$ cat src/rtl/mips_muldiv_unit.sv
// Iterative radix-2 multiply/divide unit owning the HI/LO pair.
// One iteration per cycle; a start/busy/done handshake lets the core stall on busy.
module mips_muldiv_unit #(
  parameter int unsigned WIDTH = 32
) (
  input  logic             clk,
  input  logic             rst_n,
  input  logic             start_i,
  input  logic [2:0]       op_i,
  input  logic [WIDTH-1:0] a_i,
  input  logic [WIDTH-1:0] b_i,
  input  logic             flush_i,
  output logic             busy_o,
  output logic             done_o,
  output logic [WIDTH-1:0] hi_o,
  output logic [WIDTH-1:0] lo_o
);

  localparam int unsigned CNT_W = $clog2(WIDTH + 1);

  typedef enum logic [0:0] {StIdle, StCalc} state_e;

  state_e                 state_q, state_d;
  logic [CNT_W-1:0]       cnt_q;
  logic [2*WIDTH-1:0]     acc_q, acc_nxt;
  logic [WIDTH-1:0]       opnd_q;
  logic                   is_div_q, neg_q, neg_r_q, done_q;
  logic [WIDTH-1:0]       hi_q, lo_q;

  logic                   accept, mt_write, last_iter, finish;
  logic                   signed_op, a_neg, b_neg;
  logic [WIDTH-1:0]       a_mag, b_mag;
  logic [WIDTH:0]         mul_sum, div_diff;
  logic [2*WIDTH-1:0]     prod;
  logic [WIDTH-1:0]       quot, rem, res_hi, res_lo;

  assign accept    = (state_q == StIdle) && start_i && !flush_i && !op_i[2];
  assign mt_write  = (state_q == StIdle) && start_i && !flush_i && (op_i[2:1] == 2'b10);
  assign last_iter = (cnt_q == CNT_W'(WIDTH - 1));
  assign finish    = (state_q == StCalc) && last_iter && !flush_i;

  assign signed_op = !op_i[0];
  assign a_neg     = signed_op && a_i[WIDTH-1];
  assign b_neg     = signed_op && b_i[WIDTH-1];
  assign a_mag     = a_neg ? -a_i : a_i;
  assign b_mag     = b_neg ? -b_i : b_i;

  // acc holds {partial product, multiplier} for mul and {remainder, quotient} for div.
  always_comb begin
    mul_sum  = {1'b0, acc_q[2*WIDTH-1:WIDTH]} + (acc_q[0] ? {1'b0, opnd_q} : '0);
    div_diff = acc_q[2*WIDTH-1:WIDTH-1] - {1'b0, opnd_q};
    if (!is_div_q) begin
      acc_nxt = {mul_sum, acc_q[WIDTH-1:1]};
    end else if (!div_diff[WIDTH]) begin
      acc_nxt = {div_diff[WIDTH-1:0], acc_q[WIDTH-2:0], 1'b1};
    end else begin
      acc_nxt = {acc_q[2*WIDTH-2:0], 1'b0};
    end
  end

  always_comb begin
    prod = neg_q ? -acc_nxt : acc_nxt;
    quot = acc_nxt[WIDTH-1:0];
    rem  = acc_nxt[2*WIDTH-1:WIDTH];
    if (is_div_q) begin
      res_lo = neg_q ? -quot : quot;
      res_hi = neg_r_q ? -rem : rem;
    end else begin
      res_lo = prod[WIDTH-1:0];
      res_hi = prod[2*WIDTH-1:WIDTH];
    end
  end

  always_ff @(posedge clk or negedge rst_n) begin
    if (!rst_n) begin
      state_q <= StIdle;
    end else begin
      state_q <= state_d;
    end
  end

  always_comb begin
    state_d = state_q;
    unique case (state_q)
      StIdle: if (accept) state_d = StCalc;
      StCalc: if (flush_i || last_iter) state_d = StIdle;
      default: state_d = StIdle;
    endcase
  end

  always_comb begin
    busy_o = (state_q == StCalc);
    done_o = done_q;
    hi_o   = hi_q;
    lo_o   = lo_q;
  end

  always_ff @(posedge clk or negedge rst_n) begin
    if (!rst_n) begin
      cnt_q    <= '0;
      acc_q    <= '0;
      opnd_q   <= '0;
      is_div_q <= 1'b0;
      neg_q    <= 1'b0;
      neg_r_q  <= 1'b0;
      done_q   <= 1'b0;
      hi_q     <= '0;
      lo_q     <= '0;
    end else begin
      done_q <= finish;
      if (accept) begin
        cnt_q    <= '0;
        is_div_q <= op_i[1];
        neg_r_q  <= a_neg;
        if (op_i[1]) begin
          acc_q  <= {{WIDTH{1'b0}}, a_mag};
          opnd_q <= b_mag;
          // Divide by zero keeps the all-ones quotient unsigned.
          neg_q  <= (a_neg ^ b_neg) && (b_i != '0);
        end else begin
          acc_q  <= {{WIDTH{1'b0}}, b_mag};
          opnd_q <= a_mag;
          neg_q  <= a_neg ^ b_neg;
        end
      end else if (state_q == StCalc) begin
        cnt_q <= cnt_q + 1'b1;
        acc_q <= acc_nxt;
      end
      if (finish) begin
        hi_q <= res_hi;
        lo_q <= res_lo;
      end else if (mt_write) begin
        if (op_i[0]) lo_q <= a_i;
        else         hi_q <= a_i;
      end
    end
  end

endmodule

$ cat config.mk
export PLATFORM = sky130hd
export DESIGN_NAME = mips_muldiv_unit
export DESIGN_NICKNAME = d
export VERILOG_FILES = /design/src/rtl/mips_muldiv_unit.sv
export SDC_FILE = /design/constraint.sdc
export NUM_CORES = 1
export LEC_CHECK = 0
export BUFFER_PORTS_ARGS = -buffer_cell sky130_fd_sc_hd__clkbuf_2
export CORE_MARGIN = 5
export CORE_UTILIZATION = 55
export CTS_CLUSTER_DIAMETER = 200
export DETAILED_ROUTE_END_ITERATION = 12
export PLACE_DENSITY_LB_ADDON = 0.05
export REMOVE_ABC_BUFFERS = 1
export SYNTH_ARGS = -nofsm -noshare
export SYNTH_HDL_FRONTEND = slang
export SYNTH_SLANG_ARGS = --single-unit
$ cat constraint.sdc
create_clock -name clk -period 9.9 [get_ports clk]
set_input_delay 1.98 -clock clk [delete_from_list [all_inputs] [get_ports clk]]
set_output_delay 1.98 -clock clk [all_outputs]
set_load 0.02 [all_outputs]
==> impl_results.md <==
* Maximum vdd drop at 165.8 µV
* First-pass GRT wire length at 89,600 µm
* Ys async rst share at 100.0%
* Util after Layout at 61.35%
* Commonest cells after routing, fill and taps aside: 312 x nand2_1, 218 x o21ai_0, 169 x dfrtp_1
* CTS tree: yes
* Fillers at 2,717
* CP endpoint kind: flip-flop
* R2r worst-path depth at 24
* Yosys warnings at 0
* Fmax at 152.3 MHz
* Main synth FF type: dfrtp_1
* Max Buffers Root-to-Sink at 2
* IO Count at 137
* Clk pwr share at 13.8%
* EDFF count, synth at 0
* Comb pwr share at 65.4%
* N_diodes at 0
* Via count at 16.35k
* Critical Path AT at 6850 ps
* Share of cells above drive strength 1 at 11.33%
* DR pass1 iterations at 8
* Setup_tns at 0 ps
* Tmin final at 6564 ps
* Worst setup path end: hi_o[10]
* Setup crit start kind: flip-flop
* GRT overflow at 0
* Wl on met1 at 24,800 µm
* Sw frac at 51.80%
* Post-synth cell types at 83
* H-tree levels at 4
* Top sig layer: met4
* Sequential Power Share at 20.8%
* Number of global-route vias before repair at 15.75k
* Std cell rows at 62
* Most common cell after layout, fill and taps aside: nand2_1
* Unrepaired setup endpoints after global routing: no
* Critical Path Start: acc_q[31]
* WL met2 at 25,290 µm
* R2r setup slk at 3340 ps
* CTS Buf Count at 17
* Clk_lat worst skew at 460 ps
* Initial Util at 55.82%
* Worst Skew at 9.548 ps
* CTS Hold Buffers Added at 0
* CTS resizes at 0
* Clk sink count at 171
* Syn Inst Count at 2,088
* Die Area at 32,650 µm²
* Sw Pwr at 2.905 mW
* GRT Overall Usage at 34.25%
* Max-slew headroom at 21.85%
* CP max FO at 8
* Die height at 180.7 µm
* Max Cap Violations at 0
* Worst Hold Class: reg -> reg
* Clk root buf: clkbuf_16
* Cell-internal power at 2.703 mW
* Worst-Margin Slew at 1172 ps
* Final #Nets at 2,292
* Final worst setup slack at 3336 ps
* Metal3 WL at 4805 µm
* Initial antenna violation count at 1
* Crit Path Class: reg -> reg
* CORE AREA at 28,700 µm²
* Hold slack at 508.4 ps
* Reg2Reg Capture Point: hi_o[10]
* PwrDens at 318.4 nW/µm²
* Register area share after synthesis at 26.71%
* Drt total wl at 56,860 µm
* Final Hold Fails at 0
* Synth Cell Area at 16,020 µm²
* Setup bufs post-CTS at 0
* Largest net degree at the start of global routing at 113
* Starting DRT DRC Count at 1,787
* Worst EP required at 10,190 ps
* Synth-to-layout area growth at 9.902%
* Reg-to-Reg Start: acc_q[31]
* Wire per inst at 22.33 µm
* Post-Synthesis Mean Instance Area at 7.674 µm²
* Static Leakage at 7.485 nW
* Status: finished clean
* RePlAce Congestion at 0.9767
* Crit path largest cell delay at 770 ps
* Max Slew Vio Count at 0
* Worst hold path startpoint: opnd_q[12]
* Post-Place Setup Slack at 3613 ps
* #FFs+latches synth at 171
* Post-detail-place hpwl at 42,640 µm
* PortBufs at 136
* Antenna Nets Post-Route at 0
* CP cell instances: inv_1 > ha_1 > inv_1 > fa_1 > nand3_1 > a21oi_1 > nor2_1 > o221ai_2 > a311oi_4 > nor3_1 > nor2_1 > ha_1 > o211ai_1 > or4b_2 > nand2b_1 > and4b_1 > nand2_1 > a2111oi_0 > nand4_1 > a221oi_1 > a21oi_1 > xnor2_1 > nand2_1 > o21ai_0
* Remaining DRCs at 0
* Die width at 180.7 µm
* Crit path max-delay cell type: or4b_2
* Via density per instance at 6.421
* # setup viols final at 0
* Clock slew at reported path FFs at 70 ps
* Final period util at 66.31%
flip-flops by register name (all words and copies together) (netlist names):
register  cells
hi_o         32
opnd_q       32
is_div_q      1
neg_q         1
done_o        1
acc_q        64
busy_o        1
lo_o         32
cnt_q         6
neg_r_q       1
final cells by class:
class	instances	area, µm²	share of cell area (%)
well taps	384	480.5	2.728
clock inverters	10	186.4	1.059
multi-input cells	1723	11010	62.54
clock buffers	22	474.2	2.693
flip-flops and latches	171	4287	24.34
repair buffers	163	889.6	5.052
inverters	74	279.0	1.584
routing by layer:
layer,vias to the layer above,track usage [%]
li1,7633,-
met1,7876,48.32
met2,731,52.73
met3,114,6.419
met4,0,12.16
met5,-,0
power groups by stage:
stage / registers [mW] / clock network [mW] / logic [mW]
global placement: 1.16 / 0 / 3.56
detailed placement: 1.17 / 0 / 3.56
finish: 1.17 / 0.775 / 3.67
global route: 1.19 / 0.813 / 3.97
floorplan: 1.20 / 0 / 2.41
CTS: 1.16 / 0.782 / 3.59
worst min path at each step:
stage	to	slack [ps]	depth (start not counted)
final	opnd_q[12]	510	2
after global routing	opnd_q[0]	540	2
after CTS	opnd_q[12]	510	2
after detailed placement	opnd_q[25]	490	2
after global placement	opnd_q[13]	480	2
after floorplan	opnd_q[12]	460	2
metrics by stage:
stage	std cells	instance area [µm²]	power, mW
floorplan	1968	15550	3.617
global placement	2515	16950	4.714
detailed placement	2515	16950	4.730
CTS	2547	17610	5.530
global route	2547	17610	5.979
finish	2547	17610	5.607
critical path, delay by kind of cell, from the launching register on:
kind,cells,cell delay (ps)
AND/OR/NAND/NOR,10,2450
XOR/XNOR,1,180
AO/OA/AOI/OAI,8,2350
flip-flops,1,420
adder cells (fa/ha/maj),3,870
buffers and inverters,2,140
logic make-up (layout without fill, tap and decap cells):
kind of cell               Yosys count  count (layout)  share of synthesized area (%)
AOI/OAI and AO/OA                  627             627                          24.67
DFF                                171             171                          26.71
and+or+nand+nor                    740             740                          21.77
buffers and inverters              194             269                          4.670
xor gates and xnor gates           174             174                          9.511
adders and majority gates           71              71                          5.638
muxes                              111             111                          7.036
Yosys cell counts (7+ instances only):
cell type | n | area, µm²
and2_1 | 44 | 275.3
or3_1 | 18 | 112.6
xor2_1 | 79 | 691.9
a221oi_1 | 16 | 140.1
xnor2_1 | 95 | 832.1
o21a_1 | 10 | 75.07
o211ai_1 | 47 | 352.8
a211oi_1 | 26 | 195.2
nand2_1 | 313 | 1175
buf_1 | 22 | 82.58
nor2_1 | 141 | 529.3
nor3_1 | 64 | 320.3
o21ai_0 | 218 | 1091
nor2b_1 | 26 | 162.7
nand2b_1 | 18 | 112.6
or4_1 | 8 | 60.06
and3_1 | 8 | 50.05
a311o_1 | 11 | 110.1
ha_1 | 69 | 863.3
o41ai_1 | 7 | 61.31
buf_2 | 7 | 35.03
a21o_1 | 19 | 142.6
o221ai_1 | 7 | 61.31
mux2_2 | 13 | 146.4
o2111ai_1 | 8 | 70.07
nor4_1 | 17 | 106.4
a21oi_1 | 148 | 740.7
dfrtp_1 | 171 | 4279
a31oi_1 | 14 | 87.58
o31ai_1 | 20 | 150.1
nand3_1 | 26 | 130.1
or2_2 | 8 | 50.05
nand4_1 | 19 | 118.9
mux2i_1 | 98 | 980.9
a311oi_1 | 7 | 61.31
nor3b_1 | 8 | 60.06
inv_1 | 72 | 270.3
clkbuf_1 | 89 | 334.1
(Power assumes the default switching activity.)
